`src/rtl/matrix_out_read_sequencer_if.sv`:
```
// Bundles the result-RAM read port and the outgoing valid/ready word stream
// of the matrix output read sequencer.
interface matrix_out_read_sequencer_if #(
   parameter int DIM = 3,
   parameter int DW  = 16
);
   localparam int AW = (DIM * DIM > 1) ? $clog2(DIM * DIM) : 1;

   logic          ram_rd_en;
   logic [AW-1:0] ram_addr;
   logic [DW-1:0] ram_rdata;
   logic [DW-1:0] out_data;
   logic          out_valid;
   logic          out_ready;

   modport master (
      output ram_rd_en,
      output ram_addr,
      input  ram_rdata,
      output out_data,
      output out_valid,
      input  out_ready
   );

   modport slave (
      input  ram_rd_en,
      input  ram_addr,
      output ram_rdata,
      input  out_data,
      input  out_valid,
      output out_ready
   );
endinterface

```
`src/rtl/matrix_out_read_sequencer.sv`:
```
// Streams a DIM x DIM result matrix out of the output RAM in row-major order,
// hiding the one-cycle RAM read latency behind a 2-entry skid buffer.
module matrix_out_read_sequencer #(
   parameter int DIM = 3,
   parameter int DW  = 16
) (
   input  logic clk,
   input  logic rst,
   input  logic start,
   input  logic abort,
   output logic busy,
   output logic done,
   matrix_out_read_sequencer_if.master bus
);
   localparam int            AW        = (DIM * DIM > 1) ? $clog2(DIM * DIM) : 1;
   localparam logic [AW-1:0] LAST_ADDR = AW'(DIM * DIM - 1);

   typedef enum logic [1:0] {
      S_IDLE,
      S_RUN,
      S_DRAIN,
      S_DONE
   } state_t;

   state_t        state;
   state_t        state_nxt;
   logic [AW-1:0] addr_cnt;
   logic          inflight;
   logic [DW-1:0] buf_mem [2];
   logic          wr_ptr;
   logic          rd_ptr;
   logic [1:0]    buf_cnt;
   logic          rd_en;
   logic          push;
   logic          pop;
   logic          clear;
   logic [2:0]    occ_after;

   assign push  = inflight;
   assign pop   = (buf_cnt != 2'd0) && bus.out_ready;
   assign clear = abort || ((state == S_IDLE) && start);

   // Buffered words plus the read in flight, after this edge's pop; a new read
   // is only issued while this leaves room for its data two edges from now.
   assign occ_after = {1'b0, buf_cnt} + {2'b00, push} - {2'b00, pop};

   // NOTE: every always_comb output gets a default first so no path infers a latch.
   always_comb begin
      state_nxt = state;
      rd_en     = 1'b0;
      busy      = 1'b0;
      done      = 1'b0;
      case (state)
         S_IDLE: begin
            if (start) state_nxt = S_RUN;
         end
         S_RUN: begin
            busy  = 1'b1;
            rd_en = (occ_after <= 3'd1);
            if (rd_en && (addr_cnt == LAST_ADDR)) state_nxt = S_DRAIN;
         end
         S_DRAIN: begin
            busy = 1'b1;
            if (occ_after == 3'd0) state_nxt = S_DONE;
         end
         S_DONE: begin
            done      = 1'b1;
            state_nxt = S_IDLE;
         end
         default: state_nxt = S_IDLE;
      endcase
      if (abort) state_nxt = S_IDLE;
   end

   // NOTE: sequential state uses non-blocking assignments so every register
   // samples pre-edge values regardless of statement order.
   always_ff @(posedge clk or negedge rst) begin
      if (!rst) state <= S_IDLE;
      else      state <= state_nxt;
   end

   // NOTE: the two buffer entries are reset too, since out_data reads the head
   // entry directly and must be 0 out of reset.
   always_ff @(posedge clk or negedge rst) begin
      if (!rst) begin
         addr_cnt   <= '0;
         inflight   <= 1'b0;
         buf_cnt    <= 2'd0;
         wr_ptr     <= 1'b0;
         rd_ptr     <= 1'b0;
         buf_mem[0] <= '0;
         buf_mem[1] <= '0;
      end else if (clear) begin
         // A read still in flight here is dropped along with the buffer.
         addr_cnt <= '0;
         inflight <= 1'b0;
         buf_cnt  <= 2'd0;
         wr_ptr   <= 1'b0;
         rd_ptr   <= 1'b0;
      end else begin
         inflight <= rd_en;
         if (rd_en) addr_cnt <= (addr_cnt == LAST_ADDR) ? '0 : addr_cnt + 1'b1;
         if (push) begin
            buf_mem[wr_ptr] <= bus.ram_rdata;
            wr_ptr          <= ~wr_ptr;
         end
         if (pop) rd_ptr <= ~rd_ptr;
         buf_cnt <= occ_after[1:0];
      end
   end

   assign bus.ram_rd_en = rd_en;
   assign bus.ram_addr  = addr_cnt;
   assign bus.out_valid = (buf_cnt != 2'd0);
   assign bus.out_data  = buf_mem[rd_ptr];
endmodule

```
`src/flat_wrapper.sv`:
```
// flat-port wrapper written by rule: the top's interface ports become plain ports
module matrix_out_read_sequencer_flat 
#(
   parameter int DIM = 3,
   parameter int DW  = 16
)
  (clk, rst, start, abort, busy, done, bus_ram_rd_en, bus_ram_addr, bus_ram_rdata, bus_out_data, bus_out_valid, bus_out_ready);
  matrix_out_read_sequencer_if #(.DIM(DIM), .DW(DW)) bus_i ();
  input  logic clk;
  input  logic rst;
  input  logic start;
  input  logic abort;
  output logic busy;
  output logic done;
  output wire logic [$bits(bus_i.ram_rd_en)-1:0] bus_ram_rd_en;
  output wire logic [$bits(bus_i.ram_addr)-1:0] bus_ram_addr;
  input wire logic [$bits(bus_i.ram_rdata)-1:0] bus_ram_rdata;
  output wire logic [$bits(bus_i.out_data)-1:0] bus_out_data;
  output wire logic [$bits(bus_i.out_valid)-1:0] bus_out_valid;
  input wire logic [$bits(bus_i.out_ready)-1:0] bus_out_ready;
  assign bus_ram_rd_en = bus_i.ram_rd_en;
  assign bus_ram_addr = bus_i.ram_addr;
  assign bus_i.ram_rdata = bus_ram_rdata;
  assign bus_out_data = bus_i.out_data;
  assign bus_out_valid = bus_i.out_valid;
  assign bus_i.out_ready = bus_out_ready;
  matrix_out_read_sequencer #(.DIM(DIM), .DW(DW)) u_core (.clk(clk), .rst(rst), .start(start), .abort(abort), .busy(busy), .done(done), .bus(bus_i));
endmodule
```
`config.mk`:
```
export PLATFORM = sky130hd
export DESIGN_NAME = matrix_out_read_sequencer_flat
export DESIGN_NICKNAME = d
export VERILOG_FILES = /design/src/rtl/matrix_out_read_sequencer_if.sv /design/src/rtl/matrix_out_read_sequencer.sv /design/src/flat_wrapper.sv
export SDC_FILE = /design/constraint.sdc
export NUM_CORES = 1
export LEC_CHECK = 0
export CAP_MARGIN = 40
export CORE_ASPECT_RATIO = 0.9
export CORE_MARGIN = 2
export CORE_UTILIZATION = 35
export CTS_BUF_LIST = sky130_fd_sc_hd__clkbuf_16
export DETAILED_ROUTE_END_ITERATION = 10
export HOLD_SLACK_MARGIN = 0.02
export SYNTH_ARGS = -nofsm -noshare
export SYNTH_HDL_FRONTEND = slang
export SYNTH_SLANG_ARGS = --single-unit
```
`constraint.sdc`:
```
create_clock -name clk -period 2.8 [get_ports clk]
set_input_delay 0.56 -clock clk [delete_from_list [all_inputs] [get_ports clk]]
set_output_delay 0.56 -clock clk [all_outputs]
set_load 0.03 [all_outputs]
```
==> impl_results.md <==
- Clock skew: between 0.006 and 0.007 ns
- Die Area: about 0.0067 mm^2
- Pins over their slew limit: 0
- WS Path Type: register to output port
- Clock-pin slew on the worst setup and hold paths: approximately 0.06 ns
- Layout cell share with drive strength beyond 1: 0.400
- Max Buffers Root-to-Sink: 2
- DP HPWL: 3110 um
- Critical Path Sink Type: output port
- Initial DRC count: 36
- H-tree Lvls: 2
- First-pass GRT wire length: about 7700 um
- Top-level I/O count: 45
- Pin count of the biggest net entering global routing: 34
- Pwr Density: 964 mW/mm^2
- R2r setup slk: 0.08 ns
- Final instance area: roughly 0.0030 mm^2
- ANT cells: 0
- Post-layout minimum cycle time: about 2.9 ns
- Vias per cell: 5.00
- Setup violators final: 1
- CTS tree: yes
- Site row count: 26
- Met3 usage: 0.0372
- Die Span X: 86.1 um
- Final wirelength: between 4000 and 5000 um
- FF-to-FF Start: u_core.buf_cnt[1]
- TritonCTS Buffers: 5
- Synth Cell Area: between 0.002 and 0.0025 mm^2
- Core Footprint: about 0.0058 mm^2
- Worst Hold Class: input port to async pin
- Yosys reg bits: between 40 and 50
- Max VDD drop: around 450 uV
- Fill count: ~500
- Period utilization: 1.04
- CP arrival: 2.35 ns
- Post-DR wirelength/cell: 15.3 um
- Status: finished, violations left
- FMAX: 344 MHz
- Relative slew slack: 0.748
- Initial Util: 0.368
- Worst Path Required: 2.24 ns
- GP Congestion: a little over 0.8
- Number of global-route vias before repair: around 1600
- Lkg Pwr: 0.00138 uW
- R2r worst-path depth: 13
- Syn. warnings: 0
- Met2 GRT Util: 0.248
- Number of remaining DRC errors: 0
- Cts hold-fix bufs: 0
- RSZ-0062 raised after global routing: yes
- Clk sinks: 43
- Placed cell area: 0.00270 mm^2
- Worst Hold Slack: about 0.15 ns
- CTS root buf: clkbuf_16
- Placed insts: about 280
- Startpoint types: register
- GRT overflow: 0
- Die Y-Extent: around 78 um
- Initial antenna violation count: 0
- RR Endpoint: u_core.state[0]
- Top Usage Layer GRT: met2
- Syn Area/Cell: 13.6 um^2
- Worst-Skew Late Latency: approximately 0.28 ns
- Failing checks: negative setup slack
- Non-filler cells, final: a little under 300
- Post-synth net total: ~190
- Cell variety after synth: 30
- Mapped Cells: 156
- Port buffer count: 44
- Critical path peak fanout: 2
- P&R area growth vs syn: 39.5%
- DRT Pass-1 Iters: 4
- Layout Nets: 249
- Final hold violations: 0
- Post-synthesis sequential area ratio: 0.507
- Final worst slack: -0.107 ns
- Antenna-violating nets left: 0
- Met1 GRT Util: 0.182
- Routed vias: ~1400
- Max cap viols: 0
- Slew @ Worst Pin: 0.377 ns
- All-Layer GR Usage: 0.147
==> worst max path at each step <==
stage | startpoint | end | slack, ns | depth (start not counted)
global route | u_core.buf_cnt[1] | bus_ram_rd_en | -0.19 | 11
global placement | bus_out_ready | bus_ram_rd_en | -0.30 | 11
detailed placement | bus_out_ready | bus_ram_rd_en | -0.40 | 11
finish | u_core.buf_cnt[1] | bus_ram_rd_en | -0.11 | 11
CTS | u_core.buf_cnt[0] | bus_ram_rd_en | -0.19 | 11
floorplan | u_core.buf_cnt[1] | bus_ram_rd_en | 0.0002 | 10
==> per-layer routing <==
| layer | wire length [um] | up-vias |
|---|---|---|
| met2 | 2280 | 34 |
| met4 | 63 | 0 |
| met5 | 0 | - |
| met1 | 1930 | 733 |
| met3 | 181 | 4 |
| li1 | - | 678 |
==> power by group <==
group	total (uW)	switching [uW]	internal, uW
Clock	644	224	420
Sequential	879	95.5	783
Combinational	1330	641	687
Total	2850	961	1890
==> kinds of logic after synthesis <==
family                     synth area share
muxes                                 0.273
xor gates and xnor gates             0.0124
AOI/OAI and AO/OA                    0.0413
DFF                                   0.507
adders and majority gates            0.0566
buffers and inverters                0.0372
and+or+nand+nor                      0.0726
==> sequential cells by signal (all words and copies together), names as in the netlist <==
register             cells
u_core.buf_mem          32
u_core.bus.ram_addr      4
u_core.buf_cnt           2
u_core.state             2
u_core.inflight          1
u_core.rd_ptr            1
u_core.wr_ptr            1
==> synthesized netlist by cell type (all sizes together) <==
master   instances  share of area
mux2            48           0.27
dfrtp           43           0.51
inv              9          0.016
ha               8          0.047
nor2             7          0.012
a21oi            6          0.014
nand2            6          0.011
buf              4          0.019
nand3            4          0.012
xnor2            3          0.012
and2             2         0.0059
o31ai            2         0.0071
a21o             1         0.0071
a222oi           1         0.0047
a41o             1         0.0047
clkbuf           1         0.0018
fa               1         0.0094
nand3b           1         0.0035
nand4            1         0.0030
nand4bb          1         0.0077
nor2b            1         0.0030
nor4b            1         0.0041
o211ai           1         0.0035
or2              1         0.0030
or3              1         0.0030
or4b             1         0.0047
==> cells in the final DEF, fill, tap and decap left out, types with 2 or more instances in the layout <==
cell | netlist | final
ha_4 | 0 | 2
clkbuf_16 | 0 | 5
nand3_1 | 3 | 2
inv_1 | 9 | 6
nand2_1 | 6 | 6
nand3_2 | 1 | 2
mux2_2 | 38 | 38
dfrtp_1 | 43 | 43
buf_4 | 0 | 16
mux2_4 | 10 | 10
a21oi_1 | 6 | 6
ha_1 | 8 | 6
nor2_1 | 7 | 7
clkdlybuf4s50_1 | 0 | 41
inv_4 | 0 | 2
xnor2_1 | 3 | 2
o31ai_1 | 2 | 2
==> per-stage QoR <==
stage / power [uW] / worst slack, ns / utilization / TNS [ns]
detailed placement: 2150 / -0.401 / 0.469 / -1.37
global placement: 2110 / -0.302 / 0.466 / -0.646
finish: 2850 / -0.107 / 0.514 / -0.107
floorplan: 1680 / 0.000154 / - / 0
CTS: 2870 / -0.190 / 0.511 / -0.190
global route: 3020 / -0.194 / 0.514 / -0.194
==> what timing repair did <==
action                     in CTS  in global routing
pin swaps                       6                  6
gates cloned                    0                  0
gates resized for setup        11                  0
buffers inserted                4                  2
setup endpoints to repair       2                  2
==> final cells by class <==
class / instances / area (um^2) / share of cell area
clock buffers: 5 / 125 / 0.0423
clock inverters: 3 / 43.8 / 0.0148
inverters: 9 / 38.8 / 0.0131
multi-input cells: 99 / 1010 / 0.342
flip-flops and latches: 43 / 1080 / 0.364
well taps: 70 / 87.6 / 0.0296
repair buffers: 61 / 576 / 0.195
==> critical path, stage by stage (launching register included) <==
cell     delay, ns
dfrtp_1       0.37
or2_4         0.25
and2_4        0.15
ha_4          0.22
inv_4         0.05
ha_4          0.12
inv_2         0.04
fa_2          0.37
xnor2_2       0.18
nand3_2       0.13
inv_4         0.07
buf_6         0.12
(Power assumes the default switching activity.)
